`src/rtl/step_sequencer_pkg.sv`:
```
// Shared types and helpers for the step sequencer: condition selects,
// FSM state encoding, step-table entry layout and default sizes.
package step_sequencer_pkg;

  localparam int NSTEP_DEF = 8;
  localparam int DWW_DEF   = 4;
  localparam int STEP_W    = 3;

  typedef enum logic [1:0] {
    COND_ALWAYS = 2'b00,
    COND_A      = 2'b01,
    COND_B      = 2'b10,
    COND_C      = 2'b11
  } cond_t;

  typedef enum logic [1:0] {
    ST_IDLE = 2'b00,
    ST_RUN  = 2'b01,
    ST_WAIT = 2'b10
  } state_t;

  typedef struct packed {
    logic [DWW_DEF-1:0] dwell;
    cond_t              cond;
    logic [STEP_W-1:0]  next;
    logic               last;
  } entry_t;

  // Evaluate an entry's gating condition against the live inputs.
  function automatic logic cond_true(input cond_t sel, input logic a,
                                     input logic b, input logic c);
    case (sel)
      COND_ALWAYS: return 1'b1;
      COND_A:      return a;
      COND_B:      return b;
      default:     return c;
    endcase
  endfunction

  // One-hot decode of a step index; bit 0 corresponds to step 0.
  function automatic logic [NSTEP_DEF-1:0] onehot(input logic [STEP_W-1:0] s);
    return NSTEP_DEF'(1) << s;
  endfunction

endpackage

```
`src/rtl/step_sequencer_if.sv`:
```
// Control/config/status bundle between the step sequencer and its user.
interface step_sequencer_if #(
  parameter int DWW = 4
) ();
  logic           a;
  logic           b;
  logic           c;
  logic           start;
  logic           halt;
  logic           cfg_we;
  logic [2:0]     cfg_addr;
  logic [DWW-1:0] cfg_dwell;
  logic [1:0]     cfg_cond;
  logic [2:0]     cfg_next;
  logic           cfg_last;
  logic [2:0]     step;
  logic [7:0]     phase;
  logic           busy;
  logic           done;
  logic           c1;
  logic           c2;

  modport master (
    output a, b, c, start, halt, cfg_we, cfg_addr, cfg_dwell, cfg_cond,
           cfg_next, cfg_last,
    input  step, phase, busy, done, c1, c2
  );

  modport slave (
    input  a, b, c, start, halt, cfg_we, cfg_addr, cfg_dwell, cfg_cond,
           cfg_next, cfg_last,
    output step, phase, busy, done, c1, c2
  );
endinterface

```
`src/rtl/step_sequencer_table.sv`:
```
// 8-entry step table: synchronous write (caller gates it to IDLE),
// asynchronous read of the current entry and of the next entry's dwell.
// Reset restores the default chain 0->1->...->7 with step 7 last.
module step_table
  import step_sequencer_pkg::*;
(
  input  logic                ck,
  input  logic                rs,
  input  logic                i_we,
  input  logic [STEP_W-1:0]   i_waddr,
  input  entry_t              i_wentry,
  input  logic [STEP_W-1:0]   i_raddr,
  output entry_t              o_rentry,
  input  logic [STEP_W-1:0]   i_naddr,
  output logic [DWW_DEF-1:0]  o_ndwell
);

  entry_t r_tbl [NSTEP_DEF];

  // Table storage: default chain on reset, single-entry write otherwise.
  always_ff @(posedge ck) begin
    if (!rs) begin
      for (int i = 0; i < NSTEP_DEF; i++) begin
        r_tbl[i] <= '{dwell: '0,
                      cond:  COND_ALWAYS,
                      next:  STEP_W'((i + 1) % NSTEP_DEF),
                      last:  (i == NSTEP_DEF - 1)};
      end
    end else if (i_we) begin
      r_tbl[i_waddr] <= i_wentry;
    end
  end

  assign o_rentry = r_tbl[i_raddr];
  assign o_ndwell = r_tbl[i_naddr].dwell;

endmodule

```
`src/rtl/step_sequencer.sv`:
```
// Programmable step sequencer: walks the step table, holding each step for
// its dwell time and until its gating condition is true, and publishes the
// current step, a one-hot phase vector and the c1/c2 group strobes.
module step_sequencer
  import step_sequencer_pkg::*;
#(
  parameter int NSTEP = NSTEP_DEF,
  parameter int DWW   = DWW_DEF
) (
  input  logic             ck,
  input  logic             rs,
  step_sequencer_if.slave  bus
);

  state_t              r_state;
  logic [STEP_W-1:0]   r_step;
  logic [DWW-1:0]      r_cnt;
  logic [NSTEP-1:0]    r_phase;
  logic                r_busy;
  logic                r_done;

  state_t              w_state_nx;
  logic [STEP_W-1:0]   w_step_nx;
  logic [DWW-1:0]      w_cnt_nx;
  logic [NSTEP-1:0]    w_phase_nx;
  logic                w_busy_nx;
  logic                w_done_nx;
  logic                w_adv;

  entry_t              w_cur;
  entry_t              w_wentry;
  logic [DWW-1:0]      w_ndwell;
  logic [DWW-1:0]      w_dwell0;
  logic                w_we;
  logic                w_cond;

  assign w_we     = bus.cfg_we && (r_state == ST_IDLE);
  assign w_wentry = '{dwell: bus.cfg_dwell,
                      cond:  cond_t'(bus.cfg_cond),
                      next:  bus.cfg_next,
                      last:  bus.cfg_last};

  step_table u_table (
    .ck       (ck),
    .rs       (rs),
    .i_we     (w_we),
    .i_waddr  (bus.cfg_addr),
    .i_wentry (w_wentry),
    .i_raddr  (r_step),
    .o_rentry (w_cur),
    .i_naddr  (w_cur.next),
    .o_ndwell (w_ndwell)
  );

  assign w_cond = cond_true(w_cur.cond, bus.a, bus.b, bus.c);

  // A write to entry 0 in the start cycle must be seen by the first load,
  // so forward the incoming dwell past the table.
  assign w_dwell0 = (w_we && (bus.cfg_addr == '0)) ? bus.cfg_dwell : w_cur.dwell;

  // Next-state, counter and output decode; halt overrides everything.
  always_comb begin
    w_state_nx = r_state;
    w_step_nx  = r_step;
    w_cnt_nx   = r_cnt;
    w_done_nx  = 1'b0;
    w_adv      = 1'b0;

    case (r_state)
      ST_IDLE: begin
        if (bus.start) begin
          w_state_nx = ST_RUN;
          w_step_nx  = '0;
          w_cnt_nx   = w_dwell0;
        end
      end
      ST_RUN: begin
        if (r_cnt != '0) begin
          w_cnt_nx = r_cnt - DWW'(1);
        end else if (w_cond) begin
          w_adv = 1'b1;
        end else begin
          w_state_nx = ST_WAIT;
        end
      end
      ST_WAIT: begin
        if (w_cond) begin
          w_adv = 1'b1;
        end
      end
      default: begin
        w_state_nx = ST_IDLE;
        w_step_nx  = '0;
        w_cnt_nx   = '0;
      end
    endcase

    if (w_adv) begin
      if (w_cur.last) begin
        w_state_nx = ST_IDLE;
        w_step_nx  = '0;
        w_cnt_nx   = '0;
        w_done_nx  = 1'b1;
      end else begin
        w_state_nx = ST_RUN;
        w_step_nx  = w_cur.next;
        w_cnt_nx   = w_ndwell;
      end
    end

    if (bus.halt) begin
      w_state_nx = ST_IDLE;
      w_step_nx  = '0;
      w_cnt_nx   = '0;
      w_done_nx  = 1'b0;
    end

    w_busy_nx  = (w_state_nx != ST_IDLE);
    w_phase_nx = w_busy_nx ? onehot(w_step_nx) : '0;
  end

  // State and registered outputs.
  always_ff @(posedge ck) begin
    if (!rs) begin
      r_state <= ST_IDLE;
      r_step  <= '0;
      r_cnt   <= '0;
      r_phase <= '0;
      r_busy  <= 1'b0;
      r_done  <= 1'b0;
    end else begin
      r_state <= w_state_nx;
      r_step  <= w_step_nx;
      r_cnt   <= w_cnt_nx;
      r_phase <= w_phase_nx;
      r_busy  <= w_busy_nx;
      r_done  <= w_done_nx;
    end
  end

  assign bus.step  = r_step;
  assign bus.phase = r_phase;
  assign bus.busy  = r_busy;
  assign bus.done  = r_done;
  assign bus.c1    = r_phase[1] | r_phase[5] | r_phase[6];
  assign bus.c2    = r_phase[0] | r_phase[2] | r_phase[4];

endmodule

```
`src/flat_wrapper.sv`:
```
// flat-port wrapper written by rule: the top's interface ports become plain ports
module step_sequencer_flat import step_sequencer_pkg::*;
#(
  parameter int NSTEP = NSTEP_DEF,
  parameter int DWW   = DWW_DEF
)
  (ck, rs, bus_a, bus_b, bus_c, bus_start, bus_halt, bus_cfg_we, bus_cfg_addr, bus_cfg_dwell, bus_cfg_cond, bus_cfg_next, bus_cfg_last, bus_step, bus_phase, bus_busy, bus_done, bus_c1, bus_c2);
  step_sequencer_if #(.DWW(DWW)) bus_i ();
  input  logic ck;
  input  logic rs;
  input wire logic [$bits(bus_i.a)-1:0] bus_a;
  input wire logic [$bits(bus_i.b)-1:0] bus_b;
  input wire logic [$bits(bus_i.c)-1:0] bus_c;
  input wire logic [$bits(bus_i.start)-1:0] bus_start;
  input wire logic [$bits(bus_i.halt)-1:0] bus_halt;
  input wire logic [$bits(bus_i.cfg_we)-1:0] bus_cfg_we;
  input wire logic [$bits(bus_i.cfg_addr)-1:0] bus_cfg_addr;
  input wire logic [$bits(bus_i.cfg_dwell)-1:0] bus_cfg_dwell;
  input wire logic [$bits(bus_i.cfg_cond)-1:0] bus_cfg_cond;
  input wire logic [$bits(bus_i.cfg_next)-1:0] bus_cfg_next;
  input wire logic [$bits(bus_i.cfg_last)-1:0] bus_cfg_last;
  output wire logic [$bits(bus_i.step)-1:0] bus_step;
  output wire logic [$bits(bus_i.phase)-1:0] bus_phase;
  output wire logic [$bits(bus_i.busy)-1:0] bus_busy;
  output wire logic [$bits(bus_i.done)-1:0] bus_done;
  output wire logic [$bits(bus_i.c1)-1:0] bus_c1;
  output wire logic [$bits(bus_i.c2)-1:0] bus_c2;
  assign bus_i.a = bus_a;
  assign bus_i.b = bus_b;
  assign bus_i.c = bus_c;
  assign bus_i.start = bus_start;
  assign bus_i.halt = bus_halt;
  assign bus_i.cfg_we = bus_cfg_we;
  assign bus_i.cfg_addr = bus_cfg_addr;
  assign bus_i.cfg_dwell = bus_cfg_dwell;
  assign bus_i.cfg_cond = bus_cfg_cond;
  assign bus_i.cfg_next = bus_cfg_next;
  assign bus_i.cfg_last = bus_cfg_last;
  assign bus_step = bus_i.step;
  assign bus_phase = bus_i.phase;
  assign bus_busy = bus_i.busy;
  assign bus_done = bus_i.done;
  assign bus_c1 = bus_i.c1;
  assign bus_c2 = bus_i.c2;
  step_sequencer #(.NSTEP(NSTEP), .DWW(DWW)) u_core (.ck(ck), .rs(rs), .bus(bus_i));
endmodule
```
`config.mk`:
```
export PLATFORM = sky130hd
export DESIGN_NAME = step_sequencer_flat
export DESIGN_NICKNAME = d
export VERILOG_FILES = /design/src/rtl/step_sequencer_pkg.sv /design/src/rtl/step_sequencer_if.sv /design/src/rtl/step_sequencer_table.sv /design/src/rtl/step_sequencer.sv /design/src/flat_wrapper.sv
export SDC_FILE = /design/constraint.sdc
export NUM_CORES = 1
export LEC_CHECK = 0
export CAP_MARGIN = 20
export CORE_MARGIN = 8
export CORE_UTILIZATION = 40
export DETAILED_ROUTE_END_ITERATION = 12
export GPL_TIMING_DRIVEN = 0
export PLACE_DENSITY = 0.62
export SYNTH_ARGS = -nofsm -noshare
export SYNTH_HDL_FRONTEND = slang
export SYNTH_SLANG_ARGS = --single-unit
```
`constraint.sdc`:
```
create_clock -name ck -period 4.5 [get_ports ck]
set_input_delay 0.9 -clock ck [delete_from_list [all_inputs] [get_ports ck]]
set_output_delay 0.9 -clock ck [all_outputs]
set_load 0.01 [all_outputs]
```
* After elaboration in Yosys (flattened, before gate mapping)
Memory sizes are Yosys's and may differ from the RTL's. A register that Yosys moved wholly into a read port is not among the register bits.
Index checks and enable logic that the tools add are counted.
** Storage, ports and cells
- Output and inout bits :: 15
- ROM bits :: 0
- Word-level logic and storage cells :: 66
- Input bits :: 21
- Latch bits :: 0
- Bits in writable memories :: 80
- Bits in registers :: 19
- Memories :: 1
** Memories
- u_core.u_table.r_tbl :: depth 8, width 10, rd ports 2, clocked after memory_dff 1, wr ports 8, RTL line step_sequencer_table.sv:18 : entry_t r_tbl [NSTEP_DEF];
** Operators by class
- Order comparisons :: 0
- Mux-type cells :: 31
- Reduce and logical (&&, ||, !) cells :: 13
- Add/sub/neg operators :: 1
- Div/mod/pow operators :: 0
- Equal/unequal tests :: 7
- $mul :: 0
- Bitwise operators :: 6
- Shifts and indexed selects :: 1
** Operators with widths (number)
- 4-bit 2-to-1 mux :: 5
- 3-bit 2-to-1 mux :: 6
- 4-bit one-hot mux with 3 select lines :: 1
- 10-bit 2-to-1 mux :: 1
- 2-bit 2-to-1 mux :: 5
- 10-bit OR reduction :: 1
- 1-bit 2-to-1 mux :: 9
- 1-bit by 3-bit left shift with 8-bit output (first input constant) :: 1
- 2-bit one-hot mux with 3 select lines :: 1
- 3-bit one-hot mux with 2 select lines :: 1
- 2-bit by 1-bit == test with 1-bit output (second input constant) :: 2
- 2-bit == test (second input constant) :: 2
- 2-bit logical NOT :: 2
- 1-bit bitwise OR :: 4
- 4-bit nonzero test :: 1
- 2-bit OR reduction :: 2
- 4-bit by 1-bit subtractor with 4-bit output (second input constant) :: 1
- 3-bit logical NOT :: 1
- 3-bit by 1-bit != test with 1-bit output (second input constant) :: 1
- 3-bit by 2-bit != test with 1-bit output (second input constant) :: 1
- 1-bit one-hot mux with 3 select lines :: 1
- 3-bit AND reduction :: 1
- 3-bit OR reduction :: 1
- 1-bit logical AND :: 2
- 5 further kinds :: 6

* Logic depth before layout (Yosys ltp)
Gate-level depths: netlist (run 1).
- Depth after elaboration :: 9
- Mapped depth :: 11
- Gate-level depth less buffers :: 10

* Hierarchy
Synthesis (run 1) repeated with hierarchy kept, for this count alone.
** Unflattened totals
- Cells, all modules :: 383
- Area, all modules :: 5117.4 sq um
** Modules (own cells, without submodules)
- step_table :: area an instance 3910.0 sq um, sequential area each 2402.3 sq um, instances 1, cells an instance 250
- step_sequencer :: area an instance 1207.4 sq um, sequential area each 380.4 sq um, instances 1, cells an instance 133

* Worst setup path before layout (run 1)
Ideal clock, no wire load.
- Path type :: input -> register
- From :: input rs
- To :: memory u_core.u_table.r_tbl[2][0] (netlist bit), enable pin
- Setup time :: 0.391 ns
- Setup slack :: 1.803 ns
- Stages :: 4
- Path buffers :: 2
- Data arrival time :: 2.306 ns
- Data required time :: 4.109 ns
- Cells stage by stage :: clkbuf_1 -> nand4b_1 -> clkbuf_1 -> o21ai_0
** RTL lines
- from (decl) :: RTL line flat_wrapper.sv:10 : input logic rs;
- to (decl) :: RTL line step_sequencer_table.sv:18

==> results of run 1 <==
layout make-up:
| cell class | count | share of cell area [%] |
|---|---|---|
| repair buffers | 42 | 6.881 |
| inverters | 6 | 0.3765 |
| well taps | 172 | 3.598 |
| multi-input cells | 276 | 36.02 |
| clock buffers | 15 | 4.999 |
| flip-flops and latches | 99 | 46.52 |
| clock inverters | 1 | 0.08366 |
| plain buffers | 16 | 1.527 |
cells by family after synthesis:
kind of cell	after synthesis	synth area share (%)
muxes	47	14.60
DFF	99	55.14
buffers and inverters	22	2.256
and+or+nand+nor	165	18.47
AOI/OAI and AO/OA	56	7.687
xor gates and xnor gates	2	0.3472
adders and majority gates	6	1.488
routing by layer:
metal | wire (µm) | share of wire [%] | up-vias | track usage (%)
met5 | 0 | 0 | - | 0
met4 | 214 | 1.8 | 0 | 6.084
met3 | 600 | 5.0 | 15 | 3.453
met2 | 5926 | 49 | 91 | 26.15
met1 | 5286 | 44 | 1619 | 19.03
li1 | - | - | 1590 | -
synthesized netlist by cell type (4+ instances only):
cell,number
edfxtp_1,80
and2_1,69
nor2_1,26
nand2_1,22
o21ai_0,22
dfxtp_1,19
mux4_2,18
mux2i_1,17
or3_1,13
a21oi_1,10
nand2b_1,9
clkbuf_1,8
ha_1,6
inv_1,6
mux2_2,6
a22oi_1,4
nor2b_1,4
nor3_1,4
nor4b_1,4
worst max-delay path: cells and delay by family, from the launching register on:
family          cells  cell delay, ns
buf+inv             3            1.36
compound gates      3            0.55
mux                 2            1.08
flops               1            0.34
simple gates        1            0.04
final timing paths:
check	end	start
worst min register to register	u_core.r_cnt[3]	u_core.r_cnt[3]
worst max register to register	u_core.r_cnt[0]	u_core.bus.step[2]
worst max-delay path	u_core.r_cnt[0]	u_core.bus.step[2]
worst min-delay path	u_core.r_cnt[3]	u_core.r_cnt[3]
registers in the layout (all words and copies together) (netlist names):
name,cells
u_core.u_table.r_tbl,80
u_core.bus.step,3
u_core.bus.done,1
u_core.bus.phase,8
u_core.r_cnt,4
u_core.bus.busy,1
u_core.r_state,2
metrics by stage:
stage	cells	total power [mW]	worst slack [ns]
floorplan	397	1.146	1.803
global placement	604	1.212	0.1973
detailed placement	611	1.222	0.8637
CTS	627	1.995	1.033
global route	627	2.049	0.7258
finish	627	1.981	0.9983
power by group:
| group | switching, mW | total, mW | internal, mW |
|---|---|---|---|
| combinational | 0.0980 | 0.170 | 0.0721 |
| clock | 0.325 | 0.779 | 0.454 |
| sequential | 0.0123 | 1.03 | 1.02 |
==> results.json, run 1 <==
{
  "hold_violations": 0,
  "hold_class": "reg -> reg",
  "grt_pass1_wl_um": 19060,
  "grt_pass1_vias": 3397,
  "ir_drop_uv": 217.0,
  "track_usage_pct": 15.55,
  "start_util_pct": 40.48,
  "portBuffers": 35,
  "cts.path.max_buffers": 2,
  "clock-root-buffer": "clkbuf_16",
  "routed_wl_um": 12030,
  "coreArea_mm2": 0.01247,
  "synthArstFlopShare_pct": 0,
  "die-area_mm2": 0.01646,
  "worst-path-max-fanout": 10,
  "cts_buffers": 9,
  "synth_edf_count": 80,
  "post_cts_buffers": 0,
  "fmax_ghz": 0.2856,
  "status": "finished clean",
  "cts_tree": "built",
  "postSynthCellCount": 397,
  "grt_setup_unrepaired": "no",
  "ctsHoldBuffers": 0,
  "worstPathArrival_ns": 3.72,
  "h-tree-depth": 3,
  "fillers": 1105,
  "ys_ff_latch": 99,
  "fin_nets": 477,
  "layout.area.seq_mm2": 0.002783,
  "synth_top_area_share_pct": 47.61,
  "antenna_found_initial": 0,
  "yosysTopAreaCell": "edfxtp_1",
  "ant_nets": 0,
  "ctsResizeCount": 0,
  "vias": 3315,
  "criticalPathCategory": "reg -> reg",
  "drtIter0Drc": 223,
  "gp_congestion": 0.8282,
  "p_per_area_mw_per_mm2": 331.1,
  "fin_tns_setup_ns": 0,
  "cp-end-kind": "flip-flop",
  "leakagePower_nw": 2.064,
  "layout_commonest_cell": "edfxtp_1",
  "dieHeight_um": 128.3,
  "avgSynthCellArea_um2": 12.71,
  "cp_slowest_cell": "mux2i_1",
  "drt_first_pass_iters": 5,
  "min_path_cells": 2,
  "crit_path_start_kind": "flip-flop",
  "post-route-util_pct": 47.99,
  "wl_per_cell_um": 19.18,
  "ios": 36,
  "synth.area.top_cells": "edfxtp_1 48%, and2_1 8.6%, mux4_2 8.0%",
  "die_x_um": 128.3,
  "clkTransAtPathRegs_ns": 0.07,
  "final_area_mm2": 0.005982,
  "multi_input_area_mm2": 0.002155,
  "area_delta_synth_final_pct": 18.55,
  "rows": 41,
  "place_hpwl_um": 8482,
  "syn-cell-area_mm2": 0.005046,
  "drv_cap": 0,
  "drive_gt1_share_pct": 13.85,
  "clk_latency_ns": 0.35,
  "finalSetupViolCount": 0,
  "ys_seq_area_share_pct": 55.15,
  "ys_types": 53,
  "diodes": 0,
  "relSlewSlack_pct": 38.47,
  "placed_area_mm2": 0.005678,
  "hold_slack_ns": 0.6080,
  "finClkSkew_ns": 0.007399,
  "cpPeakStageDelay_ns": 0.65,
  "synth_top_flop_cell": "edfxtp_1",
  "cp_common_cell": "a21oi_1",
  "path_cells": "clkbuf_2 > buf_1 > mux4_2 > mux2i_1 > clkbuf_1 > a21oi_1 > a21oi_1 > o32a_1 > nor2_1",
  "worstMarginPinSlew_ns": 0.9179,
  "synth_warnings": 0,
  "synthesis.nets": 424,
  "clock_sinks": 99,
  "maxSlewViolCount": 0,
  "mostFrequentLayoutCells": "80 x edfxtp_1, 69 x and2_1, 35 x clkdlybuf4s50_1, 26 x nor2_1, 22 x nand2_1",
  "fin_crit_sh_pct": 77.82,
  "grt.overflow.total": 0,
  "vias_per_cell": 5.287,
  "worstPathRequired_ns": 4.72,
  "fin_crit_ns": 3.502,
  "drcViolationCount": 0,
  "worstRegToRegCells": 9,
  "grt_max_degree": 16,
  "rrSetupSlack_ns": 1.0
}
Note: power is estimated with default switching activity, not from simulation.
==> inputs of run 2 (changes only) <==
--- a/config.mk
+++ b/config.mk
@@ -10,7 +10,7 @@
 export CORE_UTILIZATION = 40
 export DETAILED_ROUTE_END_ITERATION = 12
 export GPL_TIMING_DRIVEN = 0
-export PLACE_DENSITY = 0.62
+export PLACE_DENSITY = 0.64
 export SYNTH_ARGS = -nofsm -noshare
 export SYNTH_HDL_FRONTEND = slang
 export SYNTH_SLANG_ARGS = --single-unit
==> constraint.sdc (replaced) <==
create_clock -name ck -period 3.22 [get_ports ck]
set_input_delay 0.644 -clock ck [delete_from_list [all_inputs] [get_ports ck]]
set_output_delay 0.644 -clock ck [all_outputs]
set_load 0.01 [all_outputs]
==> run 2 against run 1 <==
Sequential power is 40% higher. Die area stayed put. Power grew 39%. Register-to-register slack got worse by 0.82 ns. Clock power grew 37%. Core utilization shrank 0.14 points. Cell area down 0.29%. Sequential cell count is the same. Worst hold slack gained 0.015 ns. Critical path depth is 2 lower. Fmax grew 15%. Highest routed layer unchanged.
==> results.json, run 2 (synthesis gave the netlist of run 1 again) <==
{
  "hold_violations": 0,
  "place_hpwl_um": 8583,
  "clkTransAtPathRegs_ns": 0.07,
  "fin_nets": 476,
  "ios": 36,
  "portBuffers": 35,
  "drv_cap": 0,
  "clock_sinks": 99,
  "drcViolationCount": 0,
  "rrSetupSlack_ns": 0.17,
  "cts_buffers": 9,
  "rows": 41,
  "wl_per_cell_um": 19.74,
  "place_ws_ns": -0.2033,
  "drt_first_pass_iters": 4,
  "worstRegToRegCells": 7,
  "layout_commonest_cell": "edfxtp_1",
  "ctsHoldBuffers": 0,
  "cp_slowest_cell": "nand2b_1",
  "cp-end-kind": "flip-flop",
  "setup_ws_ns": 0.1735,
  "post_cts_buffers": 0,
  "largest_register_ffs": 80,
  "final_area_mm2": 0.005964,
  "cp.buffers_inverters": 3,
  "path_cells": "inv_1 > ha_1 > clkbuf_1 > nand4_1 > nor3_1 > clkbuf_1 > nand2b_1",
  "grt_max_degree": 20,
  "worstPathArrival_ns": 3.03,
  "post-route-util_pct": 47.85,
  "clock-root-buffer": "clkbuf_16",
  "fin_crit_sh_pct": 94.61,
  "maxSlewViolCount": 0,
  "clk_latency_ns": 0.35,
  "fin_crit_ns": 3.047,
  "grt.overflow.total": 0,
  "placed_cells": 611,
  "routed_wl_um": 12360,
  "worstMarginPinSlew_ns": 0.8766,
  "antenna_found_initial": 0,
  "grt_pass1_vias": 3463,
  "h-tree-depth": 3,
  "grt_setup_unrepaired": "no",
  "gp_congestion": 0.8174,
  "placed_area_mm2": 0.005682,
  "cp_common_cell": "clkbuf_1",
  "worstPathRequired_ns": 3.20,
  "vias": 3406,
  "relSlewSlack_pct": 41.34,
  "min_path_cells": 2,
  "ant_nets": 0,
  "criticalPathCategory": "reg -> reg",
  "die_x_um": 128.3,
  "cts_tree": "built",
  "grt_pass1_wl_um": 19380,
  "leakagePower_nw": 2.046,
  "finClkSkew_ns": 0.008371,
  "max_flop_register": "u_core.u_table.r_tbl",
  "track_usage_pct": 15.70,
  "dieHeight_um": 128.3,
  "ir_drop_uv": 256.3,
  "cts.path.max_buffers": 2,
  "power_mw": 2.755,
  "diodes": 0,
  "cpPeakStageDelay_ns": 0.62,
  "drive_gt1_share_pct": 13.66,
  "crit_path_start_kind": "flip-flop",
  "start_util_pct": 40.48,
  "hold_class": "reg -> reg",
  "coreArea_mm2": 0.01247,
  "instances_no_fill": 626,
  "cp.depth": 7,
  "worst-path-max-fanout": 10,
  "p_per_area_mw_per_mm2": 461.8,
  "finalSetupViolCount": 0,
  "ctsResizeCount": 0,
  "crit_family": "simple AND/OR/NAND/NOR gates",
  "area_delta_synth_final_pct": 18.20,
  "mostFrequentLayoutCells": "80 x edfxtp_1, 69 x and2_1, 35 x clkdlybuf4s50_1, 26 x nor2_1, 22 x nand2_1",
  "drtIter0Drc": 239,
  "vias_per_cell": 5.441,
  "fmax_ghz": 0.3282,
  "status": "finished clean",
  "die-area_mm2": 0.01646
}
[run 2: through the flow]
stage | hold slack, ns | TNS, ns
3_5_place_dp | 0.6054 | -2.814
6_report | 0.6227 | 0
2_1_floorplan | 0.5605 | 0
5_1_grt | 0.6804 | 0
4_1_cts | 0.6195 | 0
3_3_place_gp | 0.5923 | -37.22
[run 2: worst min-delay path: cells and delay by family, from the launching register on]
| kind | cells | cell delay [ns] |
|---|---|---|
| DFF | 1 | 0.34 |
| AOI/OAI and AO/OA | 2 | 0.24 |
[run 2: final cells by class]
type / instances / area [µm²]
clock inverters: 5 / 53.80
well taps: 172 / 215.2
repair buffers: 42 / 415.4
inverters: 6 / 22.52
multi-input cells: 276 / 2155
plain buffers: 15 / 87.58
clock buffers: 11 / 232.7
fillers: 1122 / 6501
flip-flops and latches: 99 / 2783
[run 2: power breakdown]
part           total [mW]  internal [mW]  switching, mW
Combinational       0.241          0.101          0.140
Sequential           1.44           1.42         0.0185
Clock                1.07          0.599          0.471
[run 2: worst paths after layout]
path                                        start                    endpoint
worst max-delay path            u_core.r_state[1]  u_core.u_table.r_tbl[1][3]
worst min-delay path              u_core.r_cnt[2]             u_core.r_cnt[2]
worst max register to register  u_core.r_state[1]  u_core.u_table.r_tbl[1][3]
worst min register to register    u_core.r_cnt[2]             u_core.r_cnt[2]
[run 2: routing by layer]
layer	up-vias	wire length (µm)	track usage [%]
li1	1584	-	-
met1	1703	5467	19.97
met2	103	6087	25.87
met3	16	610	3.328
met4	0	191	5.524
met5	-	0	0
==> inputs of run 3 (changes only) <==
--- a/config.mk
+++ b/config.mk
@@ -8,6 +8,7 @@
 export CAP_MARGIN = 20
 export CORE_MARGIN = 8
 export CORE_UTILIZATION = 40
+export CTS_BUF_LIST = sky130_fd_sc_hd__clkbuf_8 sky130_fd_sc_hd__clkbuf_16
 export DETAILED_ROUTE_END_ITERATION = 12
 export GPL_TIMING_DRIVEN = 0
 export PLACE_DENSITY = 0.64
==> run 3 against run 2 <==
Highest routed layer unchanged. Die area unchanged. Routed wire length about the same. Sequential share of layout area unchanged. Largest power group unchanged. Worst setup slack about the same. Core utilization unchanged. First-iteration DRC count unchanged. Clock power about the same. Non-clock buffer count unchanged.
==> results.json, run 3 (synthesis gave the netlist of run 1 again) <==
{
  "status": "finished clean",
  "hold_slack_ns": 0.6227,
  "clock_power_share_pct": 38.7,
  "h-tree-depth": 3,
  "crit_path_start_kind": "flip-flop",
  "drv_cap": 0,
  "worstPathArrival_ns": 3.03,
  "fin_crit_sh_pct": 94.61,
  "criticalPathCategory": "reg -> reg",
  "cpPeakStageDelay_ns": 0.62,
  "clkTransAtPathRegs_ns": 0.07,
  "area_delta_synth_final_pct": 18.20,
  "start_util_pct": 40.48,
  "leakagePower_nw": 2.055,
  "grt.overflow.total": 0,
  "worst-path-max-fanout": 10,
  "fmax_ghz": 0.3283,
  "fin_tns_setup_ns": 0,
  "clock_sinks": 99,
  "crit_family": "simple AND/OR/NAND/NOR gates",
  "worstMarginPinSlew_ns": 0.8766,
  "fillers": 1122,
  "post_cts_buffers": 0,
  "cp-end-kind": "flip-flop",
  "cp.buffers_inverters": 3,
  "setup_ws_ns": 0.1737,
  "grt_pass1_wl_um": 19380,
  "gp_congestion": 0.8174,
  "dieHeight_um": 128.3,
  "grt_setup_unrepaired": "no",
  "switching_power_uw": 630.4,
  "maxSlewViolCount": 0,
  "setup.worst_path.end": "u_core.u_table.r_tbl[1][3]",
  "antenna_found_initial": 0,
  "routed_wl_um": 12360,
  "hold_violations": 0,
  "finClkSkew_ns": 0.008385,
  "wl_per_cell_um": 19.74,
  "ir_drop_uv": 256.3,
  "max_flop_register": "u_core.u_table.r_tbl",
  "cts.path.max_buffers": 2,
  "worstPathRequired_ns": 3.20,
  "hold_class": "reg -> reg",
  "placed_cells": 611,
  "portBuffers": 35,
  "largest_register_ffs": 80,
  "place_ws_ns": -0.2033,
  "drive_gt1_share_pct": 13.66,
  "drt_first_pass_iters": 4,
  "min_path_cells": 2,
  "instances_no_fill": 626,
  "vias": 3406,
  "p_int_mw": 2.118,
  "path_cells": "inv_1 > ha_1 > clkbuf_1 > nand4_1 > nor3_1 > clkbuf_1 > nand2b_1",
  "finalSetupViolCount": 0,
  "cp_slowest_cell": "nand2b_1",
  "cts_tree": "built",
  "rows": 41,
  "crit-reg2reg-launch": "u_core.r_state[1]",
  "drcViolationCount": 0,
  "fin_nets": 476,
  "worstRegToRegCells": 7,
  "cp_common_cell": "clkbuf_1",
  "swShare_pct": 22.93,
  "ios": 36,
  "timing.rr.end": "u_core.u_table.r_tbl[1][3]",
  "relSlewSlack_pct": 41.35,
  "place_hpwl_um": 8583,
  "grt_max_degree": 20,
  "layout_commonest_cell": "edfxtp_1",
  "clk_latency_ns": 0.35,
  "p_comb_share_pct": 8.8,
  "startpoint": "u_core.r_state[1]",
  "ctsResizeCount": 0,
  "sequentialPowerShare_pct": 52.5,
  "fin_crit_ns": 3.046,
  "drtIter0Drc": 239,
  "die-area_mm2": 0.01646,
  "cts_buffers": 9,
  "cp.depth": 7,
  "p_per_area_mw_per_mm2": 460.8,
  "coreArea_mm2": 0.01247,
  "grt_pass1_vias": 3463,
  "vias_per_cell": 5.441,
  "mostFrequentLayoutCells": "80 x edfxtp_1, 69 x and2_1, 35 x clkdlybuf4s50_1, 26 x nor2_1, 22 x nand2_1",
  "track_usage_pct": 15.70,
  "diodes": 0,
  "ant_nets": 0,
  "rrSetupSlack_ns": 0.17,
  "clock-root-buffer": "clkbuf_16",
  "ctsHoldBuffers": 0,
  "die_x_um": 128.3
}
-- run 3: cell count changes in the layout (fill, tap and decap cells not counted) --
cell	change
clkbuf_1	-2
inv_1	+2
-- run 3: worst reg2reg max path, delay by kind of cell (launching register included) --
family | cells | cell delay, ns
fa+ha+maj | 1 | 0.14
simple gates | 3 | 1.12
flops | 1 | 0.38
buf+inv | 3 | 1.04
-- run 3: worst min-delay path by stage --
| stage | from | to |
|---|---|---|
| 2_1_floorplan | u_core.r_cnt[3] | u_core.r_cnt[3] |
| 3_3_place_gp | u_core.r_cnt[3] | u_core.r_cnt[3] |
| 3_5_place_dp | u_core.r_cnt[3] | u_core.r_cnt[3] |
| 4_1_cts | u_core.r_cnt[3] | u_core.r_cnt[3] |
| 5_1_grt | u_core.r_cnt[2] | u_core.r_cnt[2] |
| 6_report | u_core.r_cnt[2] | u_core.r_cnt[2] |
-- run 3: per-stage QoR --
| step | total power [mW] | utilization, % | cell area [µm²] |
|---|---|---|---|
| floorplan | 1.602 | - | 5046 |
| global placement | 1.693 | 45.02 | 5612 |
| detailed placement | 1.710 | 45.58 | 5682 |
| CTS | 2.759 | 47.85 | 5964 |
| global route | 2.838 | 47.85 | 5964 |
| finish | 2.749 | 47.85 | 5964 |
-- run 3: area by class of cell --
type / instances / area (µm²) / share of cell area [%]
Sequential cell: 99 / 2783 / 46.65
Timing Repair Buffer: 42 / 415.4 / 6.965
Inverter: 6 / 22.52 / 0.3776
Clock inverter: 7 / 61.31 / 1.028
Tap cell: 172 / 215.2 / 3.608
Buffer: 15 / 87.58 / 1.468
Multi-Input combinational cell: 276 / 2155 / 36.12
Clock buffer: 9 / 225.2 / 3.776
-- run 3: power groups by stage --
| stage | registers (mW) | logic (mW) | clock network (mW) |
|---|---|---|---|
| after CTS | 1.44 | 0.241 | 1.08 |
| after floorplan | 1.46 | 0.137 | 0 |
| after global placement | 1.47 | 0.224 | 0 |
| after global routing | 1.45 | 0.262 | 1.13 |
| after detailed placement | 1.47 | 0.239 | 0 |
| final | 1.44 | 0.241 | 1.06 |
-- run 3: layer usage --
layer / share of wire [%] / GRT usage, % / vias to the layer above
met5: 0 / 0 / -
met4: 1.5 / 5.524 / 0
met3: 4.9 / 3.328 / 16
met2: 49 / 25.87 / 103
met1: 44 / 19.97 / 1703
li1: - / - / 1584
